## src/rtl/hidden_weight_update.sv

```systemverilog
// -----------------------------------------------------------------------------
// hidden_weight_update
//
// Per-neuron hidden-layer weight update engine. On an accepted start the
// neuron's signed derivative is latched, then every input index is streamed:
// the pixel and the stored weight are read, and the weight is rewritten as
//     w_new = sat(w - ((deriv * pixel) >>> LR_SHIFT))
// One weight is processed per clock. The read-to-write latency is 2 cycles.
//
// Ports
//   clk         rising-edge clock
//   reset_b     asynchronous active-low reset
//   start       update request. Accepted in IDLE, and in FIN so that a
//               held start re-triggers every NINPUT+3 cycles.
//   derivative  signed derivative (NWBITS+1 bits), latched on acceptance
//   busy        high from the cycle after acceptance through the last write
//   done        one-cycle completion pulse
//   rd_en       read strobe shared by the pixel and weight memories
//   rd_addr     shared read index
//   pixel       unsigned pixel, valid the cycle after rd_en
//   w_rd_data   signed stored weight, valid the cycle after rd_en
//   wr_en       weight write strobe (weight memory must be dual-port)
//   wr_addr     weight write index
//   wr_data     updated, saturated weight
// -----------------------------------------------------------------------------
module hidden_weight_update #(
    parameter int NWBITS   = 16,
    parameter int PIXBITS  = 8,
    parameter int NINPUT   = 784,
    parameter int ABITS    = 10,
    parameter int LR_SHIFT = 8
) (
    input  logic                     clk,
    input  logic                     reset_b,
    input  logic                     start,
    input  logic signed [NWBITS:0]   derivative,
    output logic                     busy,
    output logic                     done,
    output logic                     rd_en,
    output logic [ABITS-1:0]         rd_addr,
    input  logic [PIXBITS-1:0]       pixel,
    input  logic signed [NWBITS-1:0] w_rd_data,
    output logic                     wr_en,
    output logic [ABITS-1:0]         wr_addr,
    output logic signed [NWBITS-1:0] wr_data
);

    localparam int PBITS = NWBITS + PIXBITS + 2;   // product width
    localparam int DBITS = PBITS + 1;              // difference width
    localparam logic [ABITS-1:0] LAST_ADDR = ABITS'(NINPUT - 1);
    localparam logic signed [DBITS-1:0] W_MAX = DBITS'((2 ** (NWBITS - 1)) - 1);
    localparam logic signed [DBITS-1:0] W_MIN = ~W_MAX;

    typedef enum logic [1:0] {
        IDLE  = 2'd0,
        RUN   = 2'd1,
        DRAIN = 2'd2,
        FIN   = 2'd3
    } state_t;

    state_t                   state_q, state_d;
    logic [ABITS-1:0]         cnt_q, cnt_d;
    logic signed [NWBITS:0]   d_q, d_d;

    // Stage A: delayed read strobe/index, aligned with returning memory data.
    logic                     v1_q;
    logic [ABITS-1:0]         a1_q;

    // Stage B: registered write port.
    logic                     wr_en_q;
    logic [ABITS-1:0]         wr_addr_q;
    logic signed [NWBITS-1:0] wr_data_q;

    // ---------------------------------------------------------------------
    // Next-state and output decode
    // ---------------------------------------------------------------------
    always_comb begin
        state_d = state_q;
        cnt_d   = cnt_q;
        d_d     = d_q;
        busy    = 1'b0;
        done    = 1'b0;
        rd_en   = 1'b0;
        rd_addr = '0;

        case (state_q)
            IDLE: begin
                if (start) begin
                    d_d   = derivative;
                    cnt_d = '0;
                    // A zero derivative leaves every weight unchanged, so the
                    // read pass is skipped. DRAIN is entered with an empty
                    // pipeline, which yields one busy cycle then done.
                    state_d = (derivative != '0) ? RUN : DRAIN;
                end
            end

            RUN: begin
                busy    = 1'b1;
                rd_en   = 1'b1;
                rd_addr = cnt_q;
                cnt_d   = cnt_q + 1'b1;
                if (cnt_q == LAST_ADDR) begin
                    state_d = DRAIN;
                end
            end

            DRAIN: begin
                busy = 1'b1;
                // Once stage A is empty, the last write is on the write port
                // this cycle, so completion follows next cycle.
                if (!v1_q) begin
                    state_d = FIN;
                end
            end

            FIN: begin
                done    = 1'b1;
                state_d = IDLE;
                // Accepting here gives the NINPUT+3 back-to-back period.
                if (start) begin
                    d_d     = derivative;
                    cnt_d   = '0;
                    state_d = (derivative != '0) ? RUN : DRAIN;
                end
            end

            default: begin
                state_d = IDLE;
            end
        endcase
    end

    // ---------------------------------------------------------------------
    // Update arithmetic (combinational from memory data and latched deriv)
    // ---------------------------------------------------------------------
    logic signed [PIXBITS:0]   pix_s;
    logic signed [PBITS-1:0]   prod;
    logic signed [PBITS-1:0]   delta;
    logic signed [DBITS-1:0]   diff;
    logic signed [NWBITS-1:0]  sat_w;

    always_comb begin
        pix_s = {1'b0, pixel};
        prod  = PBITS'(d_q) * PBITS'(pix_s);
        // Arithmetic shift of a two's-complement value floors toward -inf.
        delta = prod >>> LR_SHIFT;
        diff  = DBITS'(w_rd_data) - DBITS'(delta);
        if (diff > W_MAX) begin
            sat_w = {1'b0, {(NWBITS-1){1'b1}}};
        end else if (diff < W_MIN) begin
            sat_w = {1'b1, {(NWBITS-1){1'b0}}};
        end else begin
            sat_w = diff[NWBITS-1:0];
        end
    end

    // ---------------------------------------------------------------------
    // State, latched derivative and write pipeline
    // ---------------------------------------------------------------------
    always_ff @(posedge clk or negedge reset_b) begin
        if (!reset_b) begin
            state_q   <= IDLE;
            cnt_q     <= '0;
            d_q       <= '0;
            v1_q      <= 1'b0;
            a1_q      <= '0;
            wr_en_q   <= 1'b0;
            wr_addr_q <= '0;
            wr_data_q <= '0;
        end else begin
            state_q   <= state_d;
            cnt_q     <= cnt_d;
            d_q       <= d_d;
            v1_q      <= rd_en;
            a1_q      <= rd_addr;
            wr_en_q   <= v1_q;
            wr_addr_q <= a1_q;
            wr_data_q <= sat_w;
        end
    end

    assign wr_en   = wr_en_q;
    assign wr_addr = wr_addr_q;
    assign wr_data = wr_data_q;

endmodule

```

## config.mk

```make
export PLATFORM = sky130hd
export DESIGN_NAME = hidden_weight_update
export DESIGN_NICKNAME = d
export VERILOG_FILES = /design/src/rtl/hidden_weight_update.sv
export SDC_FILE = /design/constraint.sdc
export NUM_CORES = 1
export LEC_CHECK = 0
export CAP_MARGIN = 5
export CORE_ASPECT_RATIO = 1.75
export CORE_MARGIN = 2
export CORE_UTILIZATION = 59
export CTS_CLUSTER_SIZE = 24
export DETAILED_ROUTE_END_ITERATION = 8
export PLACE_DENSITY = 0.87
export SLEW_MARGIN = 30
export SYNTH_ARGS = -nofsm -noshare
export SYNTH_HDL_FRONTEND = slang
export SYNTH_SLANG_ARGS = --single-unit
```

## constraint.sdc

```tcl
create_clock -name clk -period 10.02 [get_ports clk]
set_clock_uncertainty 0.2 [all_clocks]
set_input_delay 2.004 -clock clk [delete_from_list [all_inputs] [get_ports clk]]
set_output_delay 2.004 -clock clk [all_outputs]
set_load 0.01 [all_outputs]
```

Word-level counts from Yosys, hierarchy flattened

Index checks and enable logic that the tools add are counted.

Flip-flop bits (word level): 67
Bits of input ports: 44
Output and inout port bits: 40
Word-level logic and storage cells: 43

Add/sub/neg operators: 2
$mul: 1
Magnitude comparators: 2
Eq/ne operators: 8
Mux-type cells: 14
Reductions and logical operators: 8

Operators by type and width:

| operator              | number |
|---|---|
| $mux 16               | 2 |
| $mul 17x9->26         | 1 |
| $mux 10               | 2 |
| $pmux 10 s2           | 1 |
| $gt 19x16->1 const B  | 1 |
| $lt 19x16->1 const B  | 1 |
| $sub 16x18->19        | 1 |
| $reduce_bool 17->1    | 1 |
| $add 10x1->10 const B | 1 |
| $eq 10x10->1 const B  | 1 |
| $mux 2                | 5 |
| $pmux 2 s4            | 1 |
| $ne 2x2->1 const B    | 3 |
| $eq 2x2->1 const B    | 2 |
| $reduce_and 2->1      | 2 |
| $reduce_or 2->1       | 2 |
| $mux 1                | 3 |
| $reduce_and 3->1      | 1 |
| $eq 2x1->1 const B    | 1 |
| $logic_not 2->1       | 1 |
| $ne 2x1->1 const B    | 1 |
| $reduce_bool 2->1     | 1 |

Longest topological paths before layout

Gate-level depths: netlist of the first run.

Word-level depth: 5
Gate-level depth with buffers: 29
Mapped depth without buffers: 25

Least setup slack after synthesis of the first run

OpenSTA, ideal clock, no wires.

Kind: input-to-reg
From: input pixel[2]
To: register wr_data_q[3], in the netlist wr_data[3]
Setup time: 99 ps
Data arrival time: 9310 ps
Required time: 9721 ps
Slack: 410 ps
Cell stages on the path: 28
Buffers on the path: 4
Cells stage by stage: clkbuf_1 -> clkbuf_1 -> nand2_1 -> fa_1 -> inv_1 -> fa_1 -> fa_1 -> inv_1 -> fa_1 -> inv_1 -> ha_1 -> and3_1 -> nor3b_1 -> and3_1 -> a2111o_1 -> o311ai_0 -> mux2_2 -> a2111oi_0 -> ha_1 -> a21oi_1 -> nor2_1 -> a21oi_1 -> o21ai_0 -> or4_4 -> buf_6 -> o31a_1 -> buf_6 -> a311oi_1

Word-level cells in the longest chain between the ends: 5
Elaborated cells on any way between the ends: 6
Classes of those cells: add/sub (1); mul (1); order compare (2); mux (2)

RTL lines:

| element              | RTL line | RTL |
|---|---|---|
| from (decl)          | 41       | `input logic [PIXBITS-1:0] pixel,` |
| $mul 17x9->26 (*)    | 145      | `prod = PBITS'(d_q) * PBITS'(pix_s);` |
| $sub 16x18->19 (*)   | 148      | `diff = DBITS'(w_rd_data) - DBITS'(delta);` |
| $lt 19x16->1         | 151      | `end else if (diff < W_MIN) begin` |
| $mux 16              | 151      |  |
| $mux 16 (*)          | 149      | `if (diff > W_MAX) begin` |
| via sat_w[3]         | 141      | `logic signed [NWBITS-1:0] sat_w;` |
| to (signal assigned) | 179      | `wr_data_q <= sat_w;` |
| to (decl)            | 72       | `logic signed [NWBITS-1:0] wr_data_q;` |

Mark *: on every way through the listed nets, which the timed path passes. The rest lies on a longest branch.
A chain may end at the register's enable or synchronous reset.

Worst setup path in the final report of the first run

From: input pixel[1]
To: register wr_data_q[3], in the netlist wr_data[3]

Same word-level chain as after synthesis.

==> results of run 1 <==
## repair_timing
item                       CTS  global route
setup buffers                0             0
gates resized for setup      0             8
hold endpoints to repair     0             0
setup endpoints to repair    0            15
## kinds of logic after synthesis
family                     synth area share
and+or+nand+nor                       0.180
adders and majority gates             0.372
buffers and inverters                0.0820
AOI/OAI and AO/OA                     0.101
DFF                                   0.204
xor gates and xnor gates             0.0319
muxes                                0.0299
## area by class of cell
class                      count  area, sq um  share of cell area
inverter                     143          537              0.0558
timing repair buffer         100          978               0.102
tap                          177          221              0.0230
sequential                    67         1680               0.174
clock inverter                 7         83.8             0.00872
clock buffer                   9          225              0.0234
multi-input combinational    643         5890               0.613
## cells in the final DEF (no fill, tap or decap), drive strengths merged, types with 28 or more instances in the layout
master / count
a21oi: 28
and2: 78
clkdlybuf4s50: 77
dfrtp: 67
fa: 108
ha: 72
inv: 146
nand2: 98
nor2: 31
o21ai: 30
## through the flow
step	util	setup slack [ns]	std cells	hold WS [ns]
finish	0.698	0.479	1146	0.146
floorplan	-	0.410	885	0.131
detailed placement	0.673	-0.136	1129	0.136
global route	0.698	0.00146	1146	0.152
global placement	0.673	0.0946	1129	0.131
CTS	0.696	0.151	1145	0.148
## registers in the layout, indices dropped and copies added (netlist names)
register  flops
v1_q          1
a1_q         10
state_q       2
cnt_q        10
d_q          17
wr_addr      10
wr_en         1
wr_data      16
## path summary, 6_finish.rpt
check / startpoint / to / slack [ns]
worst max register to register: d_q[5] / wr_data[3] / 2.17
worst min-delay path: a1_q[9] / wr_addr[9] / 0.15
max in group asynchronous: reset_b / wr_addr[8] / 7.57
worst min register to register: a1_q[9] / wr_addr[9] / 0.15
worst max-delay path: pixel[1] / wr_data[3] / 0.48
min in group asynchronous: reset_b / d_q[3] / 1.50
## critical path: cells and delay by family
family / cells / cell delay (ns)
and+or+nand+nor: 3 / 0.77
muxes: 1 / 0.33
adders and majority gates: 6 / 2.76
AOI/OAI and AO/OA: 11 / 2.58
buffers and inverters: 6 / 1.13
## layer usage
metal / vias up / routed length [microns] / share of wire / GRT usage
met5: - / 0 / 0 / 0
met4: 0 / 1290 / 0.064 / 0.170
met3: 88 / 770 / 0.038 / 0.0295
met2: 239 / 11400 / 0.57 / 0.533
met1: 3326 / 6660 / 0.33 / 0.304
li1: 3036 / - / - / -
==> key figures, run 1 <==
Cells and area
  – Area growth syn-to-layout: 16.7%
  – Nets: 1188
  – Antenna Cells: 0
  – Post-layout instance area: 9610 sq um
  – Fillers: 977
  – Layout cell share with drive strength beyond 1: 0.0650

Timing
  – Fin crit share: 0.952
  – Unrepaired setup endpoints after global routing: false
  – Worst-Margin Slew: 0.708 ns
  – Finish-stage setup viols: 0
  – Slew HR: 0.524
  – Max-slew violations: 0
  – Final Hold Fails: 0
  – Fmax: 105 MHz
  – Clock period minus worst slack: 9.54 ns
  – TNS Setup: 0 ns

Synth
  – Post-synth EDFFs: 0
  – Mapped Cells: 885
  – Synth Flop Type: dfrtp_1
  – Register bit total from synthesis: 67
  – Top-area cell type share of the netlist area: 0.263
  – Commonest cells post-synth: inv_1 (143), fa_1 (108), nand2_1 (98)
  – Mean Syn Cell Area: 9.31 sq um
  – Number of distinct library cells after synthesis: 63
  – Post-Syn Area: 8240 sq um
  – Synth area leaders: fa_1 (26%), dfrtp_1 (20%), ha_1 (11%), inv_1 (6.5%), and2_1 (5.9%)
  – Area leader, netlist: fa_1
  – Synth warn: 0
  – Fraction of registers with async set/reset: 1.00
  – Synthesized Nets: 1109
  – Register area share after synthesis: 0.204
  – Count leader, synth: inv_1

CTS
  – Clock Sinks: 67
  – CTS H-Tree Depth: 3
  – Worst-Skew Late Latency: 0.34 ns
  – Num CTS Buffers: 9
  – Clock transition at path regs: 0.06 ns
  – CTS Root Cell: clkbuf_16
  – Max clock buf depth: 2
  – CTS tree: built
  – Hold Buf Count CTS: 0

Worst hold path
  – Hold path depth: 0
  – Hold/Removal Path Class: reg -> reg

Critical path
  – Worst setup EP type: flip-flop
  – Startpoint types: input pin
  – Worst path arrival time: 9.58 ns
  – Crit Path Class: in -> reg
  – Slowest CP cell: or4_4
  – Critical path peak fanout: 11
  – Critical path required time: 10.06 ns
  – Worst path max stage delay: 0.59 ns
  – R2r worst-path depth: 25

Floorplan
  – Die ar.: 15000 sq um
  – Die Width: 93.3 microns
  – Starting Density: 0.598
  – Die Y: 160 microns
  – Row cnt: 57
  – Io pins: 84
  – Core Box Area: 13800 sq um

Global route
  – Largest net degree at the start of global routing: 68
  – GRT Util Overall: 0.287
  – Antenna violations before repair: 0
  – First-pass GRT wire length: 33900 microns
  – Congestion Overflow GR: 0
  – Vias in the first global route: 7223

Detailed routing
  – Via count: 6689
  – Drt total wl: 20200 microns
  – Via-to-Cell Ratio: 5.84
  – Final antenna-violating net count: 0
  – DR pass1 iterations: 5
  – DRT iter0 DRCs: 398
  – Post-route DRC: 0
  – Routed len/inst: 17.6 microns

Outcome
  – Outcome: finished, final reports clean

Place
  – Port Buffers: 83
  – Gpl congestion: 0.910
  – Cell area after placement: 9270 sq um
  – Hpwl dp: 15300 microns

Run
  – Max cap viols: 0
Power of run 1 is left out: the tool's default activity adds up to more than one toggle a clock period on the data nets, which glitch-free logic cannot reach.
==> run 2: changes to the inputs <==
--- a/config.mk
+++ b/config.mk
@@ -7,7 +7,7 @@
 export LEC_CHECK = 0
 export CAP_MARGIN = 5
 export CORE_ASPECT_RATIO = 1.75
-export CORE_MARGIN = 2
+export CORE_MARGIN = 5
 export CORE_UTILIZATION = 59
 export CTS_CLUSTER_SIZE = 24
 export DETAILED_ROUTE_END_ITERATION = 8
==> run 2 against run 1 <==
Compared with the run above: count of clock-buffer cells in the layout did not move; die area increased by 10%; cell count hardly changed; critical path type unchanged; highest routed layer unchanged; routed wire length decreased by 1.9%; sequential share of layout area increased by 0.050 points; global-route usage down 3.9 points; first-iteration DRC count is 1.5% higher; setup slack got worse by 0.17 ns; largest cell class unchanged.
==> key figures, run 2 (same netlist as run 1, synthesis figures left out) <==
Outcome
  – Outcome: finished, final reports clean

Cells and area
  – Commonest cells after routing, fill and taps aside: inv_1 (143), fa_1 (108), nand2_1 (98), clkdlybuf4s50_1 (79), and2_1 (78)
  – Nets: 1187
  – Largest Register: d_q
  – Fillers: 1037
  – Layout Cells excl Fill: 1145
  – Commonest non-fill, non-tap cell in the layout: inv_1
  – Layout cell share with drive strength beyond 1: 0.0630
  – Antenna Cells: 0
  – Max FFs per register: 17
  – Area growth syn-to-layout: 16.4%

Floorplan
  – Core Box Area: 13800 sq um
  – Io pins: 84
  – Die Y: 166 microns
  – Die Width: 99.3 microns
  – Row cnt: 57
  – Die ar.: 16500 sq um
  – Starting Density: 0.595

Worst hold path
  – Hold/Removal Path Class: reg -> reg
  – Hold path start: a1_q[9]
  – Hold Crit Endpoint: wr_addr[9]
  – Hold path depth: 0

Critical path
  – R2r endpoint: wr_data[3]
  – Startpoint types: input pin
  – Critical path peak fanout: 11
  – R2r worst-path depth: 25
  – Worst path arrival time: 9.74 ns
  – Worst setup EP type: flip-flop
  – Reg2reg setup slack: 2.12 ns
  – Critical path origin: pixel[2]
  – Crit Path Class: in -> reg
  – FF-to-FF Start: d_q[5]
  – Critical path required time: 10.05 ns

Timing
  – Unrepaired setup endpoints after global routing: false
  – Max-slew violations: 0
  – Clock period minus worst slack: 9.71 ns
  – Fin crit share: 0.969
  – Slew HR: 0.551
  – Worst-Margin Slew: 0.668 ns
  – Finish-stage setup viols: 0
  – Final Hold Fails: 0
  – Fmax: 103 MHz

Global route
  – Vias in the first global route: 7021
  – First-pass GRT wire length: 33100 microns
  – Congestion Overflow GR: 0
  – Antenna violations before repair: 0
  – Largest net degree at the start of global routing: 68
  – GRT Util Overall: 0.248

Detailed routing
  – Drt total wl: 19800 microns
  – Via count: 6602
  – Post-route DRC: 0
  – DR pass1 iterations: 5
  – DRT iter0 DRCs: 404
  – Routed len/inst: 17.3 microns
  – Final antenna-violating net count: 0
  – Via-to-Cell Ratio: 5.77

CTS
  – CTS tree: built
  – Clock Sinks: 67
  – CTS H-Tree Depth: 3
  – Worst-Skew Late Latency: 0.34 ns
  – Num CTS Buffers: 9
  – Clock transition at path regs: 0.07 ns
  – CTS Root Cell: clkbuf_16
  – Post-CTS Setup Inserts: 0
  – Max clock buf depth: 2

Place
  – Hpwl dp: 15700 microns
  – Port Buffers: 83
  – Gpl congestion: 0.910
  – Placed Cells: 1129

Run
  – Max cap viols: 0
[run 2: per-stage QoR]
stage | hold WS (ns) | util | cell area [sq um] | setup TNS, ns | worst slack [ns]
after floorplan | 0.131 | - | 8240 | 0 | 0.410
after global placement | 0.132 | 0.670 | 9260 | 0 | 0.151
after detailed placement | 0.136 | 0.670 | 9270 | -0.0592 | -0.0592
after CTS | 0.150 | 0.692 | 9570 | 0 | 0.228
after global routing | 0.153 | 0.693 | 9590 | 0 | 0.00347
final | 0.150 | 0.693 | 9590 | 0 | 0.310
[run 2: metal layers]
metal  share of wire  up-vias  GRT usage
li1                -     3034          -
met1            0.34     3311      0.268
met2            0.58      192      0.471
met3           0.026       65     0.0189
met4           0.049        0      0.128
met5               0        -          0
[run 2: worst max path at each step]
| stage | end | slack (ns) | cells after the start |
|---|---|---|---|
| after floorplan | wr_data[3] | 0.41 | 28 |
| after global routing | wr_data[3] | 0.003 | 25 |
| after global placement | wr_data[3] | 0.15 | 27 |
| final | wr_data[3] | 0.31 | 25 |
| after CTS | wr_data[3] | 0.23 | 27 |
| after detailed placement | wr_data[3] | -0.06 | 27 |
[run 2: layout make-up]
cell class | instances | area [sq um] | share of cell area
clock buffer | 9 | 225 | 0.0235
multi-input combinational | 643 | 5890 | 0.614
inverter | 143 | 537 | 0.0560
sequential | 67 | 1680 | 0.175
clock inverter | 7 | 82.6 | 0.00861
tap | 177 | 221 | 0.0231
timing repair buffer | 99 | 957 | 0.0998
[run 2: critical path, stage by stage]
cell,delay (ns)
clkdlybuf4s50_1,0.63
buf_4,0.20
nand2_1,0.07
fa_1,0.54
inv_1,0.05
fa_1,0.54
fa_1,0.45
fa_1,0.50
ha_1,0.37
and3_1,0.20
nor3b_1,0.13
and3_1,0.18
a2111o_1,0.43
o311ai_0,0.35
buf_4,0.19
mux2_2,0.33
a2111oi_1,0.40
ha_1,0.33
nand4_1,0.21
nor2_1,0.15
nand2_1,0.08
o211a_1,0.22
or4_4,0.55
o31a_1,0.38
a311oi_1,0.27
[run 2: timing repair]
item / in CTS / in global routing
hold buffers: 0 / 0
endpoints found under the setup margin: 0 / 15
gates resized for setup: 0 / 5
Power of run 2 is left out for the same reason.
==> run 3: changes to the inputs <==
--- a/config.mk
+++ b/config.mk
@@ -5,6 +5,7 @@
 export SDC_FILE = /design/constraint.sdc
 export NUM_CORES = 1
 export LEC_CHECK = 0
+export ABC_CLOCK_PERIOD_IN_PS = 10020
 export CAP_MARGIN = 5
 export CORE_ASPECT_RATIO = 1.75
 export CORE_MARGIN = 5
@@ -12,7 +13,6 @@
 export CTS_CLUSTER_SIZE = 24
 export DETAILED_ROUTE_END_ITERATION = 8
 export PLACE_DENSITY = 0.87
-export SLEW_MARGIN = 30
 export SYNTH_ARGS = -nofsm -noshare
 export SYNTH_HDL_FRONTEND = slang
 export SYNTH_SLANG_ARGS = --single-unit
==> run 3 against run 2 <==
Compared with the run above: global-route usage increased by 0.38 points; cell count unchanged; critical endpoint unchanged; critical path depth unchanged; utilization decreased by 0.063 points; count of clock-buffer cells in the layout unchanged; die area unchanged; routed wire length increased by 1.8%; non-clock buffer count unchanged; first-iteration DRC count increased by 21%; sequential share of layout area about the same; hold slack got worse by 0.0036 ns; via count increased by 1.3%.
==> key figures, run 3 (same netlist as run 1, synthesis figures left out) <==
Outcome
  – Outcome: finished, final reports clean

Timing
  – Max-slew violations: 0
  – Final Hold Fails: 0
  – Clock period minus worst slack: 9.70 ns
  – Worst-Margin Slew: 1.12 ns
  – Fin crit share: 0.968
  – Slew HR: 0.252
  – Unrepaired setup endpoints after global routing: false
  – Finish-stage setup viols: 0
  – Fmax: 103 MHz

Detailed routing
  – Routed len/inst: 17.6 microns
  – Wl on met1: 6580 microns
  – WL met2: 11700 microns
  – Final antenna-violating net count: 0
  – DRT iter0 DRCs: 488
  – Via count: 6689
  – DR pass1 iterations: 5
  – Max Used Layer: met4
  – Via-to-Cell Ratio: 5.84
  – Drt total wl: 20100 microns
  – Wire length on met3: 832 microns
  – Post-route DRC: 0

Floorplan
  – Die ar.: 16500 sq um
  – Die Y: 166 microns
  – Row cnt: 57
  – Die Width: 99.3 microns
  – Io pins: 84
  – Core Box Area: 13800 sq um
  – Starting Density: 0.595

Cells and area
  – Area growth syn-to-layout: 16.3%
  – Largest Register: d_q
  – Layout cell share with drive strength beyond 1: 0.0620
  – Commonest non-fill, non-tap cell in the layout: inv_1
  – Antenna Cells: 0
  – Post-layout util: 0.692
  – Nets: 1187
  – Commonest cells after routing, fill and taps aside: inv_1 (143), fa_1 (108), nand2_1 (98), clkdlybuf4s50_1 (80), and2_1 (78)
  – Max FFs per register: 17
  – Fillers: 1027

Global route
  – Antenna violations before repair: 0
  – Congestion Overflow GR: 0
  – First-pass GRT wire length: 33600 microns
  – Vias in the first global route: 7073
  – Largest net degree at the start of global routing: 68
  – GRT Util Overall: 0.252

CTS
  – Clock transition at path regs: 0.07 ns
  – Post-CTS Setup Inserts: 0
  – Max clock buf depth: 2
  – Num CTS Buffers: 9
  – CTS H-Tree Depth: 3
  – CTS tree: built
  – Hold Buf Count CTS: 0
  – Post_cts resized: 0
  – CTS Root Cell: clkbuf_16
  – Clock Sinks: 67
  – Worst-Skew Late Latency: 0.34 ns

Critical path
  – Most frequent CP cell: fa_1
  – Slowest CP cell: clkdlybuf4s50_1
  – Critical path required time: 10.05 ns
  – Startpoint types: input pin
  – Worst path arrival time: 9.73 ns
  – Crit Path Class: in -> reg
  – Critical path peak fanout: 11
  – Worst setup EP type: flip-flop
  – Worst path max stage delay: 0.64 ns

Run
  – Max cap viols: 0

Place
  – Port Buffers: 83
  – Hpwl dp: 15700 microns
  – Gpl congestion: 0.910

Worst hold path
  – Hold/Removal Path Class: reg -> reg
[run 3: path summary, 6_finish.rpt]
kind | endpoint | slack [ns] | from | cells past startpoint
worst min-delay path | wr_addr[9] | 0.15 | a1_q[9] | 0
min in group asynchronous | wr_data[12] | 1.63 | reset_b | 2
max in group asynchronous | d_q[8] | 7.38 | reset_b | 2
worst max register to register | wr_data[3] | 2.13 | d_q[5] | 25
worst min register to register | wr_addr[9] | 0.15 | a1_q[9] | 0
worst max-delay path | wr_data[3] | 0.32 | pixel[2] | 25
[run 3: cell type report]
class / count / area, sq um / area share
Inverter: 143 / 537 / 0.0560
Timing Repair Buffer: 99 / 951 / 0.0993
Clock inverter: 7 / 82.6 / 0.00862
Multi-Input combinational cell: 643 / 5880 / 0.614
Clock buffer: 9 / 225 / 0.0235
Tap cell: 177 / 221 / 0.0231
Sequential cell: 67 / 1680 / 0.175
[run 3: critical path: cells and delay by family]
kind                       cells  cell delay (ns)
muxes                          2             0.70
buffers and inverters          4             1.08
AOI/OAI and AO/OA              8             2.55
adders and majority gates      6             2.66
and+or+nand+nor                5             0.73
[run 3: routing by layer]
| layer | up-vias | track usage |
|---|---|---|
| met5 | - | 0 |
| met4 | 0 | 0.124 |
| met3 | 82 | 0.0214 |
| met2 | 275 | 0.479 |
| met1 | 3293 | 0.272 |
| li1 | 3039 | - |
[run 3: stage by stage]
step	instance area [sq um]	setup slack, ns	cells	TNS (ns)	hold WS, ns
after floorplan	8240	0.410	885	0	0.131
after CTS	9570	0.230	1145	0	0.146
after detailed placement	9260	-0.0111	1129	-0.0111	0.136
after global placement	9260	0.151	1129	0	0.132
final	9580	0.320	1145	0	0.146
after global routing	9580	0.00389	1145	0	0.152
Power of run 3 is left out for the same reason.
